===== src/rtl/edge_delay_pkg.sv =====
// Shared types and reset defaults for the edge delay scheduler.
// stamp_t matches the default MAX_DELAY; the top derives its own width from DW.
package edge_delay_pkg;

  typedef enum logic {
    MODE_TRANSPORT = 1'b0,
    MODE_INERTIAL  = 1'b1
  } mode_e;

  localparam int unsigned DEF_MAX_DELAY = 15;
  localparam int unsigned DEF_DEPTH     = 8;
  localparam int unsigned DEF_RST_DELAY = 4;
  localparam int unsigned DEF_STAMP_W   = $clog2(DEF_MAX_DELAY + 1) + 1;

  typedef logic [DEF_STAMP_W-1:0] stamp_t;

  localparam logic  RST_Y      = 1'b1;
  localparam logic  RST_INVERT = 1'b1;
  localparam mode_e RST_MODE   = MODE_TRANSPORT;

endpackage


===== src/rtl/stamp_fifo.sv =====
// Circular queue of release timestamps for transport-mode events.
// A push into a full queue is accepted only when a pop frees a slot in the same cycle.
module stamp_fifo #(
  parameter int unsigned DEPTH = 8,
  parameter int unsigned W     = 5
) (
  input  logic                    i_clk,
  input  logic                    i_rst_n,
  input  logic                    i_push,
  input  logic [W-1:0]            i_din,
  input  logic                    i_pop,
  output logic [W-1:0]            o_head,
  output logic                    o_full,
  output logic                    o_empty,
  output logic [$clog2(DEPTH):0]  o_count
);

  localparam int unsigned AW = $clog2(DEPTH);

  logic [W-1:0]  r_mem [DEPTH];
  logic [AW-1:0] r_wr_ptr;
  logic [AW-1:0] r_rd_ptr;
  logic [AW:0]   r_count;
  logic          w_do_push;
  logic          w_do_pop;

  assign o_empty   = (r_count == '0);
  assign o_full    = (r_count == (AW+1)'(DEPTH));
  assign w_do_pop  = i_pop & ~o_empty;
  assign w_do_push = i_push & (~o_full | w_do_pop);
  assign o_head    = r_mem[r_rd_ptr];
  assign o_count   = r_count;

  always_ff @(posedge i_clk) begin
    if (w_do_push) begin
      r_mem[r_wr_ptr] <= i_din;
    end
  end

  // Pointers wrap naturally because DEPTH is a power of two.
  always_ff @(posedge i_clk) begin
    if (!i_rst_n) begin
      r_wr_ptr <= '0;
      r_rd_ptr <= '0;
      r_count  <= '0;
    end else begin
      if (w_do_push) r_wr_ptr <= r_wr_ptr + 1'b1;
      if (w_do_pop)  r_rd_ptr <= r_rd_ptr + 1'b1;
      case ({w_do_push, w_do_pop})
        2'b10:   r_count <= r_count + 1'b1;
        2'b01:   r_count <= r_count - 1'b1;
        default: r_count <= r_count;
      endcase
    end
  end

endmodule


===== src/rtl/edge_delay_sched.sv =====
// Single-bit delay scheduler: transport mode replays every edge after L = delay+1
// cycles, inertial mode only propagates levels that stay stable long enough.
module edge_delay_sched
  import edge_delay_pkg::*;
#(
  parameter int unsigned MAX_DELAY = DEF_MAX_DELAY,
  parameter int unsigned DEPTH     = DEF_DEPTH,
  parameter int unsigned RST_DELAY = DEF_RST_DELAY,
  parameter int unsigned DW        = $clog2(MAX_DELAY + 1)
) (
  input  logic                    i_clk,
  input  logic                    i_rst_n,
  input  logic                    i_a_in,
  input  logic                    i_cfg_load,
  input  logic [DW-1:0]           i_cfg_delay,
  input  logic                    i_cfg_mode,
  input  logic                    i_cfg_invert,
  output logic                    o_cfg_ack,
  output logic                    o_y_out,
  output logic                    o_busy,
  output logic                    o_ovf,
  output logic [$clog2(DEPTH):0]  o_pend_cnt
);

  localparam int unsigned SW = DW + 1;
  localparam logic [DW-1:0] RST_D = DW'(RST_DELAY);

  logic          r_a_prev;
  logic          r_y;
  logic          r_invert;
  logic          r_ovf;
  logic          r_ack;
  mode_e         r_mode;
  logic [DW-1:0] r_delay;
  logic [SW-1:0] r_now;
  logic [SW-1:0] r_timer;
  logic          r_cfg_pend;
  logic [DW-1:0] r_pend_delay;
  mode_e         r_pend_mode;
  logic          r_pend_invert;

  logic          w_edge;
  logic          w_f;
  logic [SW-1:0] w_lat;
  logic [SW-1:0] w_stamp;
  logic [SW-1:0] w_head;
  logic          w_full;
  logic          w_empty;
  logic [$clog2(DEPTH):0] w_count;
  logic          w_push;
  logic          w_pop;
  logic          w_drop;
  logic          w_restart;
  logic          w_expire;
  logic          w_resync;
  logic          w_busy;
  logic          w_cfg_go;
  logic [DW-1:0] w_sat_delay;

  if ((2**DW - 1) > MAX_DELAY) begin : g_sat
    localparam logic [DW-1:0] MAX_D = DW'(MAX_DELAY);
    assign w_sat_delay = (i_cfg_delay > MAX_D) ? MAX_D : i_cfg_delay;
  end else begin : g_nosat
    assign w_sat_delay = i_cfg_delay;
  end

  assign w_edge    = i_a_in ^ r_a_prev;
  assign w_f       = r_a_prev ^ r_invert;
  assign w_lat     = {1'b0, r_delay} + 1'b1;
  assign w_stamp   = r_now + w_lat;
  assign w_push    = w_edge & (r_mode == MODE_TRANSPORT);
  assign w_pop     = ~w_empty & (w_head == r_now);
  assign w_drop    = w_push & w_full & ~w_pop;
  assign w_restart = w_edge & (r_mode == MODE_INERTIAL);
  assign w_expire  = (r_timer == SW'(1)) & ~w_restart;
  // Once edges have been lost the toggle chain is unreliable, so realign when idle.
  assign w_resync  = (r_mode == MODE_TRANSPORT) & w_empty & r_ovf & (r_y != w_f);
  assign w_busy    = (w_count != '0) | (r_timer != '0);
  assign w_cfg_go  = ~w_busy & (i_cfg_load | r_cfg_pend);

  stamp_fifo #(
    .DEPTH (DEPTH),
    .W     (SW)
  ) u_queue (
    .i_clk   (i_clk),
    .i_rst_n (i_rst_n),
    .i_push  (w_push),
    .i_din   (w_stamp),
    .i_pop   (w_pop),
    .o_head  (w_head),
    .o_full  (w_full),
    .o_empty (w_empty),
    .o_count (w_count)
  );

  always_ff @(posedge i_clk) begin
    if (!i_rst_n) begin
      r_a_prev      <= 1'b0;
      r_y           <= RST_Y;
      r_invert      <= RST_INVERT;
      r_mode        <= RST_MODE;
      r_delay       <= RST_D;
      r_now         <= '0;
      r_timer       <= '0;
      r_ovf         <= 1'b0;
      r_ack         <= 1'b0;
      r_cfg_pend    <= 1'b0;
      r_pend_delay  <= RST_D;
      r_pend_mode   <= RST_MODE;
      r_pend_invert <= RST_INVERT;
    end else begin
      r_a_prev <= i_a_in;
      r_now    <= r_now + 1'b1;
      r_ack    <= w_cfg_go;
      if (w_drop) r_ovf <= 1'b1;

      if (w_restart)            r_timer <= w_lat;
      else if (r_timer != '0)   r_timer <= r_timer - 1'b1;

      if (w_pop)                    r_y <= ~r_y;
      else if (w_expire | w_resync) r_y <= w_f;

      // New settings only take effect when nothing is in flight; later requests overwrite earlier ones.
      if (w_cfg_go) begin
        r_cfg_pend <= 1'b0;
        r_delay    <= i_cfg_load ? w_sat_delay : r_pend_delay;
        r_mode     <= i_cfg_load ? mode_e'(i_cfg_mode) : r_pend_mode;
        r_invert   <= i_cfg_load ? i_cfg_invert : r_pend_invert;
      end else if (i_cfg_load) begin
        r_cfg_pend    <= 1'b1;
        r_pend_delay  <= w_sat_delay;
        r_pend_mode   <= mode_e'(i_cfg_mode);
        r_pend_invert <= i_cfg_invert;
      end
    end
  end

  assign o_y_out    = r_y;
  assign o_cfg_ack  = r_ack;
  assign o_busy     = w_busy;
  assign o_ovf      = r_ovf;
  assign o_pend_cnt = w_count;

endmodule


===== config.mk =====
export PLATFORM = sky130hd
export DESIGN_NAME = edge_delay_sched
export DESIGN_NICKNAME = d
export VERILOG_FILES = /design/src/rtl/edge_delay_pkg.sv /design/src/rtl/stamp_fifo.sv /design/src/rtl/edge_delay_sched.sv
export SDC_FILE = /design/constraint.sdc
export NUM_CORES = 1
export LEC_CHECK = 0
export ABC_AREA = 1
export CAP_MARGIN = 20
export CORE_MARGIN = 5
export CORE_UTILIZATION = 60
export DETAILED_ROUTE_END_ITERATION = 12
export GPL_TIMING_DRIVEN = 0
export MAX_ROUTING_LAYER = met4
export PLACE_DENSITY = 0.79
export SLEW_MARGIN = 20
export SYNTH_ARGS = -nofsm -noshare
export SYNTH_HDL_FRONTEND = slang
export SYNTH_SLANG_ARGS = --single-unit

===== constraint.sdc =====
create_clock -name i_clk -period 3.6 [get_ports i_clk]
set_clock_uncertainty 0.2 [all_clocks]
set_input_delay 0.36 -clock i_clk [delete_from_list [all_inputs] [get_ports i_clk]]
set_output_delay 0.36 -clock i_clk [all_outputs]
set_load 0.01 [all_outputs]

**Yosys cells after proc, flatten, opt, wreduce, memory -nomap -nowiden**

Memories as Yosys holds them, arrays and structs flattened. A register that Yosys moved wholly into a read port is not among the register bits.
Cells that the tools add are included.

- Bits in registers: 37
- Bits in writable memories: 40
- Input port bits: 10
- Output and inout bits: 8
- Logic and storage cells: 76
- Memories kept: 1

- Add/sub/neg operators: 8
- Equal/unequal tests: 6
- Multiplexer cells: 12
- Bitwise operators: 26
- Reductions and logical operators: 7

Memories:

| name | depth | bits a word | read ports | clocked after Yosys merged registers in | wr ports | line | RTL |
|---|---|---|---|---|---|---|---|
| u_queue.r_mem | 8 | 5 | 1 | 1 | 1 | stamp_fifo.sv:20 | `logic [W-1:0] r_mem [DEPTH];` |

Operators with widths:

| operator | count |
|---|---|
| bitwise AND 1 bit | 12 |
| two-way mux 5 bit | 2 |
| NOT 1 bit | 8 |
| case mux 4 bit (2 select lines) | 1 |
| adder 3 x 1 -> 3 bit, second input constant | 2 |
| two-way mux 1 bit | 6 |
| two-way mux 3 bit | 2 |
| nonzero test 2 bit | 3 |
| adder 4 x 1 -> 5 bit, second input constant | 1 |
| adder 5 x 1 -> 5 bit, second input constant | 1 |
| adder 5 bit | 1 |
| equality test 5 x 1 -> 1 bit, second input constant | 1 |
| equality test 5 bit | 1 |
| nonzero test 5 bit | 1 |
| subtractor 5 x 1 -> 5 bit, second input constant | 1 |
| adder 4 x 1 -> 4 bit, second input constant | 1 |
| equality test 4 bit, second input constant | 1 |
| logical NOT 4 bit | 1 |
| two-way mux 4 bit | 1 |
| OR 1 bit | 4 |
| nonzero test 4 bit | 1 |
| subtractor 4 x 1 -> 4 bit, second input constant | 1 |
| equality test 2 x 1 -> 1 bit, second input constant | 1 |
| equality test 2 bit, second input constant | 1 |
| 3 further kinds | 4 |

**Depth between registers and ports, before layout**

- Depth in word-level cells: 8
- Depth in mapped cells: 22
- Depth with buffers taken out: 21

**Hierarchy**

From an unflattened synthesis, not the netlist that was laid out.

- Cell total of the unflattened synthesis: 423
- Area, all modules: 3,788.6 um2

Modules (own cells, without submodules):

| module | times used | cells an instance | area an instance (um2) | seq. area each (um2) |
|---|---|---|---|---|
| stamp_fifo | 1 | 199 | 2,262.2 | 1,461.4 |
| edge_delay_sched | 1 | 224 | 1,526.5 | 540.5 |

**Worst setup path after synthesis**

Ideal clock, no wire load.

- Path kind: register to register
- From: reg (tool-made name)
- To: reg u_queue.r_count[3] (netlist: u_queue.o_count[3])
- Setup time: 0.115 ns
- Data arrival time: 2.170 ns
- Data required time: 3.285 ns
- Path slack: 1.115 ns
- Stages on the path, launching flop included: 21
- Buffers on the path: 2
- Clock period less this slack: 2.485 ns
- Path through: dfxtp_1 buf_6 buf_4 nand2_1 nand3_1 nand3_1 nand2_1 nand2_1 nand2_1 nor2_4 nand3_4 inv_4 nand2_4 inv_1 ha_1 a21oi_1 nand2_1 nand3_1 nand2_1 a21oi_1 nor2_1

RTL lines:

| element | line | RTL |
|---|---|---|
| to (signal assigned) | stamp_fifo.sv:50 | `2'b10: r_count <= r_count + 1'b1;` |
| to (signal assigned) | stamp_fifo.sv:51 | `2'b01: r_count <= r_count - 1'b1;` |
| to (signal assigned) | stamp_fifo.sv:52 | `default: r_count <= r_count;` |
| to (decl) | stamp_fifo.sv:23 | `logic [AW:0] r_count;` |

==> report_table.html <==
<table>
<tr><th>Metric</th><th>Value</th></tr>
<tr><th colspan="2">Timing</th></tr>
<tr><td>Setup Viol. Count Final</td><td>0</td></tr>
<tr><td>Period utilisation layout</td><td>0.793</td></tr>
<tr><td>Worst max-slew margin expressed relative to the limit</td><td>0.571</td></tr>
<tr><td>Slew at the pin closest to its max-slew limit</td><td>0.641 ns</td></tr>
<tr><td>Final count of hold timing violations</td><td>0</td></tr>
<tr><td>Setup repair after global routing missed its margin</td><td>false</td></tr>
<tr><td>Accumulated negative setup slack</td><td>0 ns</td></tr>
<tr><td>F_max</td><td>350 MHz</td></tr>
<tr><td>Final min period</td><td>2.86 ns</td></tr>
<tr><td>Number of max-slew violations in the final report</td><td>0</td></tr>
<tr><th colspan="2">Worst setup path</th></tr>
<tr><td>Slowest cell on the critical path</td><td>sky130_fd_sc_hd__dfxtp_1</td></tr>
<tr><td>Crit path largest cell delay</td><td>0.34 ns</td></tr>
<tr><td>Arr. time, crit path</td><td>roughly 2.9 ns</td></tr>
<tr><td>Worst Reg2Reg Path Length in Cells</td><td>19</td></tr>
<tr><td>Element type at the critical path end</td><td>flop</td></tr>
<tr><td>Kind of cell with the highest combined delay on the critical path</td><td>simple AND/OR/NAND/NOR gates</td></tr>
<tr><td>Startpoint class of the critical path</td><td>flop</td></tr>
<tr><td>Max Fanout on Critical Path</td><td>10</td></tr>
<tr><td>Reg-to-reg endpoint</td><td>u_queue.o_count[3]</td></tr>
<tr><td>Worst reg-to-reg setup slack</td><td>0.74 ns</td></tr>
<tr><td>Number of buffer and inverter instances along the worst setup path</td><td>4</td></tr>
<tr><td>Crit path required time</td><td>roughly 3.6 ns</td></tr>
<tr><td>Kind of critical path</td><td>flop to flop</td></tr>
<tr><td>Series of cell instances along the critical path</td><td>buf_6 &gt; buf_4 &gt; nand2_1 &gt; nand3_1 &gt; nand3_1 &gt; nand3_1 &gt; nand2_1 &gt; nor2_2 &gt; nand3_4 &gt; inv_4 &gt; nand2_4 &gt; inv_1 &gt; ha_1 &gt; a21oi_1 &gt; nand2_1 &gt; nand3_1 &gt; nand2_1 &gt; a21oi_1 &gt; nor2_1</td></tr>
<tr><th colspan="2">GRT</th></tr>
<tr><td>First-pass GRT wire length</td><td>12500 um</td></tr>
<tr><td>Met2 demand-to-capacity share in global routing</td><td>0.321</td></tr>
<tr><td>Sum of overflow across all layers after global routing</td><td>0</td></tr>
<tr><td>Global routing usage on met1</td><td>0.247</td></tr>
<tr><td>Most Crowded Layer GR</td><td>met2</td></tr>
<tr><td>Pin count of the biggest net entering global routing</td><td>14</td></tr>
<tr><td>Overall global routing resource usage</td><td>0.201</td></tr>
<tr><td>Via count of the first global-routing pass</td><td>2731</td></tr>
<tr><td>Met3 track utilization from global routing</td><td>0.0509</td></tr>
<tr><td>Number of antenna violations at the first check in global routing</td><td>0</td></tr>
<tr><th colspan="2">Clocking</th></tr>
<tr><td>Setup fix buffers added after clock tree synthesis</td><td>0</td></tr>
<tr><td>H-tree depth</td><td>3</td></tr>
<tr><td>CTS tree</td><td>done</td></tr>
<tr><td>CTS buffer count</td><td>9</td></tr>
<tr><td>Insertion delay of the later-clocked pin in the worst-skew pair</td><td>about 0.35 ns</td></tr>
<tr><td>Clock slew at the register clock pins of the worst setup and hold paths</td><td>roughly 0.080 ns</td></tr>
<tr><td>Largest buffer count on any clock path</td><td>2</td></tr>
<tr><td>Number of instances resized during post-cts repair</td><td>0</td></tr>
<tr><td>Number of buffers inserted by hold repair at cts</td><td>0</td></tr>
<tr><td>Sink Count</td><td>80</td></tr>
<tr><td>Root Driver</td><td>sky130_fd_sc_hd__clkbuf_8</td></tr>
<tr><th colspan="2">Placed design</th></tr>
<tr><td>Number of port buffers</td><td>17</td></tr>
<tr><td>Gpl congestion</td><td>0.854</td></tr>
<tr><td>Hpwl dp</td><td>5440 um</td></tr>
<tr><th colspan="2">Power and ir drop</th></tr>
<tr><td>Leak pwr</td><td>1.92 nW</td></tr>
<tr><td>Maximum vdd ir drop</td><td>0.416 mV</td></tr>
<tr><td>Power share of the clock group</td><td>0.295</td></tr>
<tr><td>Pwr dens</td><td>590 nW/um^2</td></tr>
<tr><td>NetSw</td><td>777 uW</td></tr>
<tr><td>Sw frac</td><td>0.304</td></tr>
<tr><td>Internal power</td><td>1.78 mW</td></tr>
<tr><td>Logic pwr share</td><td>0.251</td></tr>
<tr><td>Share of power burned in registers</td><td>0.454</td></tr>
<tr><th colspan="2">Final layout</th></tr>
<tr><td>Area of combinational cells with multiple inputs</td><td>1440 um^2</td></tr>
<tr><td>Synthesis-to-finish area growth</td><td>13.5%</td></tr>
<tr><td>Antenna diode count</td><td>0</td></tr>
<tr><td>Number of inserted filler cells in the final layout</td><td>500</td></tr>
<tr><td>Commonest non-fill, non-tap cell in the layout</td><td>sky130_fd_sc_hd__nand2_1</td></tr>
<tr><td>Nets</td><td>slightly below 500</td></tr>
<tr><td>Post-Route Utilization</td><td>0.692</td></tr>
<tr><td>Register Area</td><td>2000 um^2</td></tr>
<tr><td>Commonest non-fill, non-tap cells in the layout</td><td>sky130_fd_sc_hd__nand2_1 (85), sky130_fd_sc_hd__inv_1 (80), sky130_fd_sc_hd__nand3_1 (40), sky130_fd_sc_hd__dfxtp_1 (40), sky130_fd_sc_hd__edfxtp_1 (40)</td></tr>
<tr><td>Layout cell share with drive strength beyond 1</td><td>0.0880</td></tr>
<tr><th colspan="2">Synth</th></tr>
<tr><td>Most common flop cell mapped by yosys</td><td>sky130_fd_sc_hd__edfxtp_1</td></tr>
<tr><td>Synth Warn #</td><td>0</td></tr>
<tr><td>Share of synthesized area occupied by flip-flops and latches</td><td>0.523</td></tr>
<tr><td>Top post-synthesis cells by area</td><td>sky130_fd_sc_hd__edfxtp_1 (31%), sky130_fd_sc_hd__dfxtp_1 (21%), sky130_fd_sc_hd__nand2_1 (8.3%)</td></tr>
<tr><td>Largest area contributor in the synthesized netlist</td><td>sky130_fd_sc_hd__edfxtp_1</td></tr>
<tr><td>Post-synthesis register bit count</td><td>80</td></tr>
<tr><td>Number of enable-type register cells in the synthesized netlist</td><td>40</td></tr>
<tr><td>Post-Synthesis Cells</td><td>433</td></tr>
<tr><td>Post-synth top area share</td><td>0.314</td></tr>
<tr><td>Post-synthesis net count</td><td>458</td></tr>
<tr><td>Count of cell types in the netlist</td><td>39</td></tr>
<tr><td>Avg Synthesized Cell Area</td><td>8.84 um^2</td></tr>
<tr><td>Syn Std Cell Area</td><td>3830 um^2</td></tr>
<tr><td>Post-synthesis async set-or-reset flop share</td><td>0</td></tr>
<tr><th colspan="2">Routing</th></tr>
<tr><td>Violation count after the first detailed-routing iteration</td><td>203</td></tr>
<tr><td>Routed Antenna Nets</td><td>0</td></tr>
<tr><td>Vias per cell</td><td>~5.2</td></tr>
<tr><td>DR WL/cell</td><td>13.6 um</td></tr>
<tr><td>Number of remaining DRC errors</td><td>0</td></tr>
<tr><td>Total routed wirelength</td><td>around 7400 um</td></tr>
<tr><td>Routed via count</td><td>2810</td></tr>
<tr><td>Detailed Routing Iterations Pass 1</td><td>4</td></tr>
<tr><th colspan="2">Die</th></tr>
<tr><td>IO Count</td><td>18</td></tr>
<tr><td>Starting utilization of the core area</td><td>0.610</td></tr>
<tr><td>Placeable core area</td><td>roughly 6300 um^2</td></tr>
<tr><td>Row Count</td><td>29</td></tr>
<tr><td>Die span in x</td><td>89.9 um</td></tr>
<tr><td>Height of the die</td><td>89.9 um</td></tr>
<tr><td>Die ar.</td><td>8070 um^2</td></tr>
<tr><th colspan="2">Hold path</th></tr>
<tr><td>Worst min-delay path category</td><td>flop to flop</td></tr>
<tr><td>Startpoint of the worst hold path</td><td>r_pend_invert</td></tr>
<tr><td>Hold Path End</td><td>r_pend_invert</td></tr>
<tr><td>Hold path depth</td><td>2</td></tr>
<tr><th colspan="2">Job</th></tr>
<tr><td>Maximum Capacitance Violations</td><td>0</td></tr>
<tr><th colspan="2">Run status</th></tr>
<tr><td>Run status</td><td>finished, final reports clean</td></tr>
</table>
==> cell families (layout without fill, tap and decap cells) <==
family,count (synthesis),count (layout),share of synthesized area
xor gates and xnor gates,12,12,0.0275
AOI/OAI and AO/OA,51,51,0.0759
DFF,80,80,0.523
and+or+nand+nor,182,182,0.219
adders and majority gates,15,15,0.0530
buffers and inverters,93,126,0.101
==> final cells by class <==
| class | instances | area share |
|---|---|---|
| sequential | 80 | 0.461 |
| multi-input combinational | 260 | 0.331 |
| inverter | 85 | 0.0752 |
| clock buffer | 15 | 0.0553 |
| timing repair buffer | 17 | 0.0392 |
| tap | 77 | 0.0222 |
| buffer | 8 | 0.0141 |
| clock inverter | 1 | 0.00202 |
==> layer usage <==
| metal | part of all wire | wire, um |
|---|---|---|
| met1 | 0.44 | 3250 |
| met2 | 0.50 | 3680 |
| met3 | 0.041 | 303 |
| met4 | 0.023 | 168 |
| met5 | 0 | 0 |
==> sequential cells by signal (all words and copies together), names as in the netlist, 3 cells and up, named ones only <==
signal	cells
r_delay	4
r_now	5
r_pend_delay	4
r_timer	5
u_queue.o_count	4
u_queue.r_mem	40
u_queue.r_rd_ptr	3
u_queue.r_wr_ptr	3
==> worst max-delay path by stage <==
stage / start / to / cells past startpoint
after CTS: flop / u_queue.o_count[3] / 20
after global placement: i_a_in / u_queue.o_count[3] / 13
final: flop / u_queue.o_count[3] / 19
after floorplan: flop / u_queue.o_count[3] / 20
after global routing: flop / u_queue.o_count[3] / 18
after detailed placement: i_a_in / u_queue.o_count[3] / 13
==> power groups by stage <==
stage,clock network [mW],registers (mW),logic [mW]
final,0.755,1.16,0.643
after global routing,0.812,1.17,0.737
after CTS,0.767,1.16,0.644
after detailed placement,0,1.18,0.641
after global placement,0,1.18,0.620
after floorplan,0,1.17,0.471
==> synthesized netlist by cell type, types with 2 or more instances <==
cell                       count
sky130_fd_sc_hd__nand2_1      85
sky130_fd_sc_hd__inv_1        80
sky130_fd_sc_hd__dfxtp_1      40
sky130_fd_sc_hd__edfxtp_1     40
sky130_fd_sc_hd__nand3_1      40
sky130_fd_sc_hd__nor2_1       33
sky130_fd_sc_hd__a21oi_1      19
sky130_fd_sc_hd__ha_1         13
sky130_fd_sc_hd__o21ai_0      11
sky130_fd_sc_hd__xor2_1        9
sky130_fd_sc_hd__o22ai_1       7
sky130_fd_sc_hd__nor3_1        5
sky130_fd_sc_hd__o21ai_1       5
sky130_fd_sc_hd__nor2_2        4
sky130_fd_sc_hd__a22oi_1       3
sky130_fd_sc_hd__clkbuf_1      3
sky130_fd_sc_hd__nand2_2       3
sky130_fd_sc_hd__nand2_4       3
sky130_fd_sc_hd__nand3_2       3
sky130_fd_sc_hd__o211ai_1      3
sky130_fd_sc_hd__xnor2_1       3
sky130_fd_sc_hd__buf_6         2
sky130_fd_sc_hd__fa_1          2
sky130_fd_sc_hd__inv_2         2
==> worst min-delay path: cells and delay by family, from the launching register on <==
| family | cells | cell delay (ns) |
|---|---|---|
| AO/OA/AOI/OAI | 1 | 0.06 |
| flip-flops | 1 | 0.30 |
| buffers and inverters | 1 | 0.06 |
==> through the flow <==
stage / setup slack (ns) / area (um^2) / hold slack (ns) / instances / power [mW]
CTS: 0.725 / 4340 / 0.274 / 543 / 2.57
finish: 0.744 / 4340 / 0.270 / 543 / 2.56
floorplan: 1.12 / 3830 / 0.232 / 433 / 1.64
global placement: 0.747 / 4090 / 0.241 / 527 / 1.80
detailed placement: 0.671 / 4090 / 0.261 / 527 / 1.82
global route: 0.501 / 4340 / 0.297 / 543 / 2.72
(Power assumes the default switching activity.)
